<file path="config.mk">
export PLATFORM = sky130hd
export DESIGN_NAME = rx_frame_decoder
export DESIGN_NICKNAME = d
export VERILOG_FILES = /design/src/rtl/rx_frame_decoder.sv
export SDC_FILE = /design/constraint.sdc
export NUM_CORES = 1
export LEC_CHECK = 0
export ABC_AREA = 1
export CAP_MARGIN = 15
export CORE_UTILIZATION = 25
export DETAILED_ROUTE_END_ITERATION = 7
export PLACE_DENSITY = 0.49
export SYNTH_ARGS = -nofsm -noshare
export SYNTH_HDL_FRONTEND = slang
export SYNTH_SLANG_ARGS = --single-unit
</file>
<file path="constraint.sdc">
create_clock -name CLK -period 1.4 [get_ports CLK]
set_clock_uncertainty 0.05 [all_clocks]
set_input_delay 0.28 -clock CLK [delete_from_list [all_inputs] [get_ports CLK]]
set_output_delay 0.28 -clock CLK [all_outputs]
set_load 0.03 [all_outputs]
</file>
<file path="src/rtl/rx_frame_decoder.sv">
// rx_frame_decoder
//
// Serial frame receiver: start bit, DATA_WIDTH data bits LSB first, an
// optional parity bit, and one stop bit. Each bit lasts PRESCALE clocks and
// is decided by a 2-of-3 majority vote around the bit centre.
//
// Ports
//   CLK         rising-edge clock
//   RST         asynchronous active-low reset
//   RX_IN       serial line, idle high, asynchronous to CLK
//   PAR_EN      1 = frame carries a parity bit before the stop bit
//   PAR_TYP     0 = even parity, 1 = odd parity
//   P_DATA      last accepted data word
//   DATA_VALID  one-cycle pulse when P_DATA updates
//   PAR_ERR     parity mismatch in the last completed frame
//   STP_ERR     stop bit sampled low in the last completed frame
//   busy        high whenever the FSM is not in IDLE
//   dbg_state   current FSM state, for observation only
//
// Build option
//   RX_PAR_ERR_DROP_EN  when defined, a frame with a parity error does not
//                       load P_DATA or pulse DATA_VALID (PAR_ERR still sets).
//
// Handshake: DATA_VALID is a strobe with no ready; the word in P_DATA is
// valid in the DATA_VALID cycle and holds until the next accepted frame.
module rx_frame_decoder #(
  parameter int DATA_WIDTH = 8,
  parameter int PRESCALE   = 8
) (
  input  logic                  CLK,
  input  logic                  RST,
  input  logic                  RX_IN,
  input  logic                  PAR_EN,
  input  logic                  PAR_TYP,
  output logic [DATA_WIDTH-1:0] P_DATA,
  output logic                  DATA_VALID,
  output logic                  PAR_ERR,
  output logic                  STP_ERR,
  output logic                  busy,
  output logic [2:0]            dbg_state
);

  localparam int CW = $clog2(PRESCALE);
  localparam int BW = $clog2(DATA_WIDTH + 1);
  localparam logic [CW-1:0] CNT_LAST = CW'(PRESCALE - 1);
  localparam logic [CW-1:0] CNT_S0   = CW'(PRESCALE / 2 - 1);
  localparam logic [CW-1:0] CNT_S1   = CW'(PRESCALE / 2);
  localparam logic [CW-1:0] CNT_DEC  = CW'(PRESCALE / 2 + 1);
  localparam logic [BW-1:0] BIT_LAST = BW'(DATA_WIDTH - 1);

`ifdef RX_PAR_ERR_DROP_EN
  localparam bit DROP_ON_PAR_ERR = 1'b1;
`else
  localparam bit DROP_ON_PAR_ERR = 1'b0;
`endif

  typedef enum logic [2:0] {
    IDLE   = 3'd0,
    START  = 3'd1,
    DATA   = 3'd2,
    PARITY = 3'd3,
    STOP   = 3'd4
  } state_e;

  state_e                state_q, state_d;
  logic                  sync1_q, sync1_d;
  logic                  rx_s_q, rx_s_d;
  logic [CW-1:0]         cnt_q, cnt_d;
  logic [BW-1:0]         bit_cnt_q, bit_cnt_d;
  logic [DATA_WIDTH-1:0] shift_q, shift_d;
  logic                  s0_q, s0_d;
  logic                  s1_q, s1_d;
  logic                  par_en_q, par_en_d;
  logic                  par_typ_q, par_typ_d;
  logic [DATA_WIDTH-1:0] p_data_q, p_data_d;
  logic                  data_valid_q, data_valid_d;
  logic                  par_err_q, par_err_d;
  logic                  stp_err_q, stp_err_d;

  logic                  maj;
  logic                  exp_par;

  // Third vote is the live synchronized sample at the decision count.
  assign maj     = (s0_q & s1_q) | (s0_q & rx_s_q) | (s1_q & rx_s_q);
  assign exp_par = par_typ_q ? ~(^shift_q) : ^shift_q;

  always_comb begin
    state_d      = state_q;
    sync1_d      = RX_IN;
    rx_s_d       = sync1_q;
    cnt_d        = cnt_q;
    bit_cnt_d    = bit_cnt_q;
    shift_d      = shift_q;
    s0_d         = s0_q;
    s1_d         = s1_q;
    par_en_d     = par_en_q;
    par_typ_d    = par_typ_q;
    p_data_d     = p_data_q;
    data_valid_d = 1'b0;
    par_err_d    = par_err_q;
    stp_err_d    = stp_err_q;

    if (state_q == IDLE) begin
      cnt_d = '0;
      if (!rx_s_q) begin
        // The low sample seen here is count 0 of the start bit, so the
        // counter resumes at 1 on the next sample.
        state_d   = START;
        cnt_d     = CW'(1);
        bit_cnt_d = '0;
        par_en_d  = PAR_EN;
        par_typ_d = PAR_TYP;
        par_err_d = 1'b0;
        stp_err_d = 1'b0;
      end
    end else begin
      cnt_d = (cnt_q == CNT_LAST) ? '0 : cnt_q + 1'b1;
      if (cnt_q == CNT_S0) s0_d = rx_s_q;
      if (cnt_q == CNT_S1) s1_d = rx_s_q;
      if (cnt_q == CNT_DEC) begin
        unique case (state_q)
          START: begin
            if (maj) begin
              state_d = IDLE;
              cnt_d   = '0;
            end else begin
              state_d = DATA;
            end
          end
          DATA: begin
            shift_d   = {maj, shift_q[DATA_WIDTH-1:1]};
            bit_cnt_d = bit_cnt_q + 1'b1;
            if (bit_cnt_q == BIT_LAST) state_d = par_en_q ? PARITY : STOP;
          end
          PARITY: begin
            if (maj != exp_par) par_err_d = 1'b1;
            state_d = STOP;
          end
          STOP: begin
            // Leave half a bit early so a back-to-back start edge is seen.
            state_d = IDLE;
            cnt_d   = '0;
            if (!maj) begin
              stp_err_d = 1'b1;
            end else if (!DROP_ON_PAR_ERR || !par_err_q) begin
              p_data_d     = shift_q;
              data_valid_d = 1'b1;
            end
          end
          default: state_d = IDLE;
        endcase
      end
    end
  end

  always_ff @(posedge CLK or negedge RST) begin
    if (!RST) begin
      state_q      <= IDLE;
      sync1_q      <= 1'b1;
      rx_s_q       <= 1'b1;
      cnt_q        <= '0;
      bit_cnt_q    <= '0;
      shift_q      <= '0;
      s0_q         <= 1'b1;
      s1_q         <= 1'b1;
      par_en_q     <= 1'b0;
      par_typ_q    <= 1'b0;
      p_data_q     <= '0;
      data_valid_q <= 1'b0;
      par_err_q    <= 1'b0;
      stp_err_q    <= 1'b0;
    end else begin
      state_q      <= state_d;
      sync1_q      <= sync1_d;
      rx_s_q       <= rx_s_d;
      cnt_q        <= cnt_d;
      bit_cnt_q    <= bit_cnt_d;
      shift_q      <= shift_d;
      s0_q         <= s0_d;
      s1_q         <= s1_d;
      par_en_q     <= par_en_d;
      par_typ_q    <= par_typ_d;
      p_data_q     <= p_data_d;
      data_valid_q <= data_valid_d;
      par_err_q    <= par_err_d;
      stp_err_q    <= stp_err_d;
    end
  end

  assign P_DATA     = p_data_q;
  assign DATA_VALID = data_valid_q;
  assign PAR_ERR    = par_err_q;
  assign STP_ERR    = stp_err_q;
  assign busy       = (state_q != IDLE);
  assign dbg_state  = state_q;

endmodule

</file>
## After elaboration in Yosys (flattened, before gate mapping)

Cells that the tools add are included.

| operators by class | value |
|---|---|
| add/sub/neg operators | 2 |
| eq/ne operators | 13 |
| multiplexer cells | 31 |
| bitwise logic cells | 8 |
| reduce and logical (&&, ||, !) cells | 17 |

Operator list:

| cell | number |
|---|---|
| 2-to-1 mux 3 bit | 9 |
| 2-to-1 mux 4 bit | 4 |
| 2-to-1 mux 1 bit | 15 |
| equality test 3 bit, second input constant | 4 |
| AND reduction 4 bit | 3 |
| nonzero test 2 bit | 5 |
| equality test 3 x 2 -> 1 bit, second input constant | 3 |
| one-hot mux 3 bit (3 select lines) | 1 |
| AND reduction 3 bit | 3 |
| XOR reduction 8 bit | 1 |
| one-hot mux 3 bit (2 select lines) | 1 |
| AND reduction 2 bit | 3 |
| adder 4 x 1 -> 4 bit, second input constant | 1 |
| equality test 4 x 3 -> 1 bit, second input constant | 1 |
| adder 3 x 1 -> 3 bit, second input constant | 1 |
| AND 1 bit | 3 |
| equality test 3 x 1 -> 1 bit, second input constant | 1 |
| zero test 3 bit | 1 |
| inequality test 3 bit, second input constant | 1 |
| NOT 1 bit | 3 |
| nonzero test 3 bit | 1 |
| 2-to-1 mux 2 bit | 1 |
| inequality test 2 x 1 -> 1 bit, second input constant | 1 |
| inequality test 2 bit, second input constant | 1 |
| other kinds (2) | 3 |

| word-level totals | value |
|---|---|
| flip-flop bits (word level) | 35 |
| input port bits | 5 |

## Logic depth before layout (Yosys ltp)

| logic depth | value |
|---|---|
| depth after elaboration | 8 |
| gate-level depth with buffers | 10 |
| depth with buffers taken out | 10 |

## Worst setup path before layout

Ideal clock, no wire load.

| timing | value |
|---|---|
| path type | reg2reg |
| start point | reg state_q[0], in the netlist dbg_state[0] |
| end point | reg bit_cnt_q[3] |
| library setup time | 122 ps |
| data arrival time | 1451 ps |
| data required time | 1228 ps |
| setup slack | -223 ps |
| stages on the path, launching flop included | 10 |
| clock period less this slack | 1623 ps |
| cells stage by stage | dfrtp_1 nor2_2 nand2_1 buf_6 nor2_4 inv_2 nand2_4 nand2_1 o21ai_1 a21oi_1 |

| between the ends | value |
|---|---|
| cells in the longest elaborated chain, start to end | 3 |

Ends and longest elaborated chain:

| item | RTL line | RTL |
|---|---|---|
| start, declared | 65 | `state_e state_q, state_d;` |
| start signal, assigned | 173 | `state_q <= state_d;` |
| equality test 3 x 2 -> 1 bit or zero test 3 bit (tied branches) | 121, 103 |  |
| nonzero test 2 bit (no source line) or inequality test 2 bit (tied branches) | -- |  |
| AND reduction 3 bit (no source line) | -- |  |
| end signal, assigned | 177 | `bit_cnt_q <= bit_cnt_d;` |
| end, declared | 69 | `logic [BW-1:0] bit_cnt_q, bit_cnt_d;` |

Several ways; a longest one is shown, not always the timed one.
A chain may end at the register's enable or synchronous reset.

## Worst setup path after layout

| timing | value |
|---|---|
| start point | reg state_q[1], in the netlist dbg_state[1] |
| end point | out busy |

| between the ends | value |
|---|---|
| cells in the longest elaborated chain, start to end | 1 |

Ends and longest elaborated chain:

| item | RTL line | RTL |
|---|---|---|
| nonzero test 3 bit | 194 | `assign busy = (state_q != IDLE);` |
| end, declared | 39 | `output logic busy,` |

No other way between the ends.

==> metrics.cfg <==
[flow_run]
maxCapViolations = 0

[route]
firstDrtPassIters = 6
viasPerCell = 4.26
ant_nets = 0
dr.first_iter.drc_count = 59
finalWirelength_microns = 3710
vias = 1487
wire_per_inst_microns = 10.6
drc = 0

[cts]
cts_tree = done
clk_latency_ps = 280
cts-root-buf = clkbuf_8
clock_sinks = 35
cts_buffers = 5
clk_pin_slew_ps = 70
cts_max_path_buffers = 2
htree_num_levels = 2

[timing]
period_share = 1.07
slew-limit-headroom = 0.802
fin_ws_ps = -92.8
post-route-min-period_ps = 1490
setup_violations = 10
drv_slew = 0
tightest_slew_ps = 298
rsz0062_at_grt = true
fmax_mhz = 670
holdWs_ps = 310
hold_viol = 0

[critical_path]
arrival_ps = 1160
cp-endpoint = busy
reg2reg_to = dbg_state[1]
crit_family = flip-flops
worstSetupPathType = flop to output port
end_kind = output port
startpoint_type = flop
r2r_slack_ps = -50
path_buf_inv = 2
crit_slowest_cell = dfrtp_2
cp_slowest_stage_delay_ps = 420
reg2regPathDepth = 9
cp-startpoint = dbg_state[1]
rr_startpoint = dbg_state[1]
cp_data_required_time_ps = 1070
cp_common_cell = buf_6
cp.depth = 4
crit_fanout = 5
path_cells = nor2_4 -> nand2_2 -> buf_6 -> buf_6

[outcome]
outcome = finished, violations left
failed_checks = setup timing

[logic_synthesis]
yosys.area.top_type = dfrtp_1
ys.flop_type = dfrtp_1
synthTopCellsByArea = dfrtp_1, nand2_1, inv_1, dfstp_2, o21ai_1
netlist_area_sq_mm = 0.00172
synth_warnings = 0
syn_inst = 214
synth-seq-area-share = 0.511
synth_most_common_cell = nand2_1
synth_top_area_frac = 0.450
synth.net_count = 225
syn_area_per_cell_sq_um = 8.06
yosys.cell_types.count = 21
ys_top_cells_by_count = nand2_1, dfrtp_1, inv_1
synth_edf_count = 0
async_flop_share = 1.00
yosys_register_bits = 35

[global_route]
antenna_found_initial = 0
grt_use_met1 = 0.138
grt_usage = 0.109
grt_util_met3 = 0.0292
busiest_layer = met2
gr-total-overflow = 0
grt_first_pass_wirelength_microns = 6150
first_global_vias = 1397
globalRouteMet2Util = 0.177
grt_max_degree = 36

[layout]
drive_gt1_frac = 0.324
syn2layout_area_growth_pct = 43.8
nFillCells = 661
nNetsFinal = 283
final_cell_count_no_fill = 349
multi_input_area_sq_um = 782
seq_area_sq_um = 885
num_antenna_cells = 0

[pwr]
leakagePower_nw = 1.24
power_density_mw_per_mm2 = 1780
ir_worst_vdd_mv = 1.07

[die]
die_w_microns = 85.0
rows = 29
die-area_sq_mm = 0.00723
fp.dieH_microns = 85.0
core_sq_mm = 0.00649
pin_count = 20
initial_core_util = 0.265

[placement]
dp_hpwl_microns = 2580
io_buffers = 19
gp_congestion = 0.761
pre_cts_ws_ps = -72.4
dpl.cell_count = 333

[min_path]
hold_class = flop to flop
hp-start = rx_s_d

per-stage QoR:
stage	setup TNS (ps)	instance area (sq um)	util	power, W
finish	-372	2480	0.382	0.00441
global route	-2260	2480	0.382	0.00473
CTS	-399	2380	0.366	0.00419
detailed placement	-780	2180	0.336	0.00303
global placement	-588	2180	0.336	0.00302
floorplan	-976	1730	-	0.00232
layer usage:
layer  part of all wire  vias to the layer above  routed length, microns
met5                  0                        -                       0
met1               0.46                      679                    1710
met3              0.032                        5                     119
li1                   -                      784                       -
met4              0.015                        0                      55
met2               0.49                       19                    1820
sequential cells by signal, summed over array words and instances, names as in the netlist:
register,count
P_DATA,8
shift_q,8
bit_cnt_q,4
cnt_q,3
dbg_state,3
DATA_VALID,1
PAR_ERR,1
STP_ERR,1
par_en_q,1
par_typ_q,1
rx_s_d,1
rx_s_q,1
s0_q,1
s1_q,1
worst reg2reg max path, delay by kind of cell, from the launching register on:
family	cells	cell delay (ps)
compound gates	3	310
buf+inv	3	280
flops	1	420
simple gates	3	260
layout make-up:
type / instances / share of cell area
Tap cell: 77 / 0.0388
Multi-Input combinational cell: 141 / 0.315
Timing Repair Buffer: 54 / 0.190
Sequential cell: 35 / 0.357
Inverter: 35 / 0.0580
Clock buffer: 6 / 0.0293
Clock inverter: 1 / 0.0121
logic make-up after synthesis:
kind of cell,after synthesis,share of synthesized area
compound gates,36,0.107
flops,35,0.511
fa+ha+maj,6,0.0435
buf+inv,38,0.0922
simple gates,99,0.247
power breakdown:
group	internal, W	total, W	switching, W
sequential	0.00123	0.00137	0.000136
combinational	0.000994	0.00216	0.00117
clock	0.000522	0.000879	0.000357
how the worst min path moves through the flow:
stage,to,depth (start not counted)
floorplan,DATA_VALID,0
global placement,rx_s_q,0
detailed placement,rx_s_q,0
CTS,rx_s_q,0
global route,rx_s_q,0
finish,rx_s_q,0
cells in the final DEF (no fill, tap or decap), types with 3 or more instances in the layout:
cell type and n:
a21oi_1 4, nor2_1 3, clkdlybuf4s50_1 4, nor3_1 3, clkbuf_8 5, dfrtp_2 3, dfstp_2 4, buf_4 30
o21ai_1 23, o21ai_0 5, inv_2 7, buf_6 8, dfrtp_1 28, inv_4 3, ha_1 6, nand3_1 10
inv_1 24, nand2_2 10, nor2_4 6, dlygate4sd2_1 8, nand2_1 60
timing repair:
action | 4_1_cts | 5_1_grt
setup endpoints to repair | 36 | 36
pin swaps | 5 | 13
endpoints found under the hold margin | 0 | 0
buffers inserted | 7 | 2
hold buffers | 0 | 0
gates resized for setup | 30 | 32
cloned | 0 | 0
(Power assumes the default switching activity.)
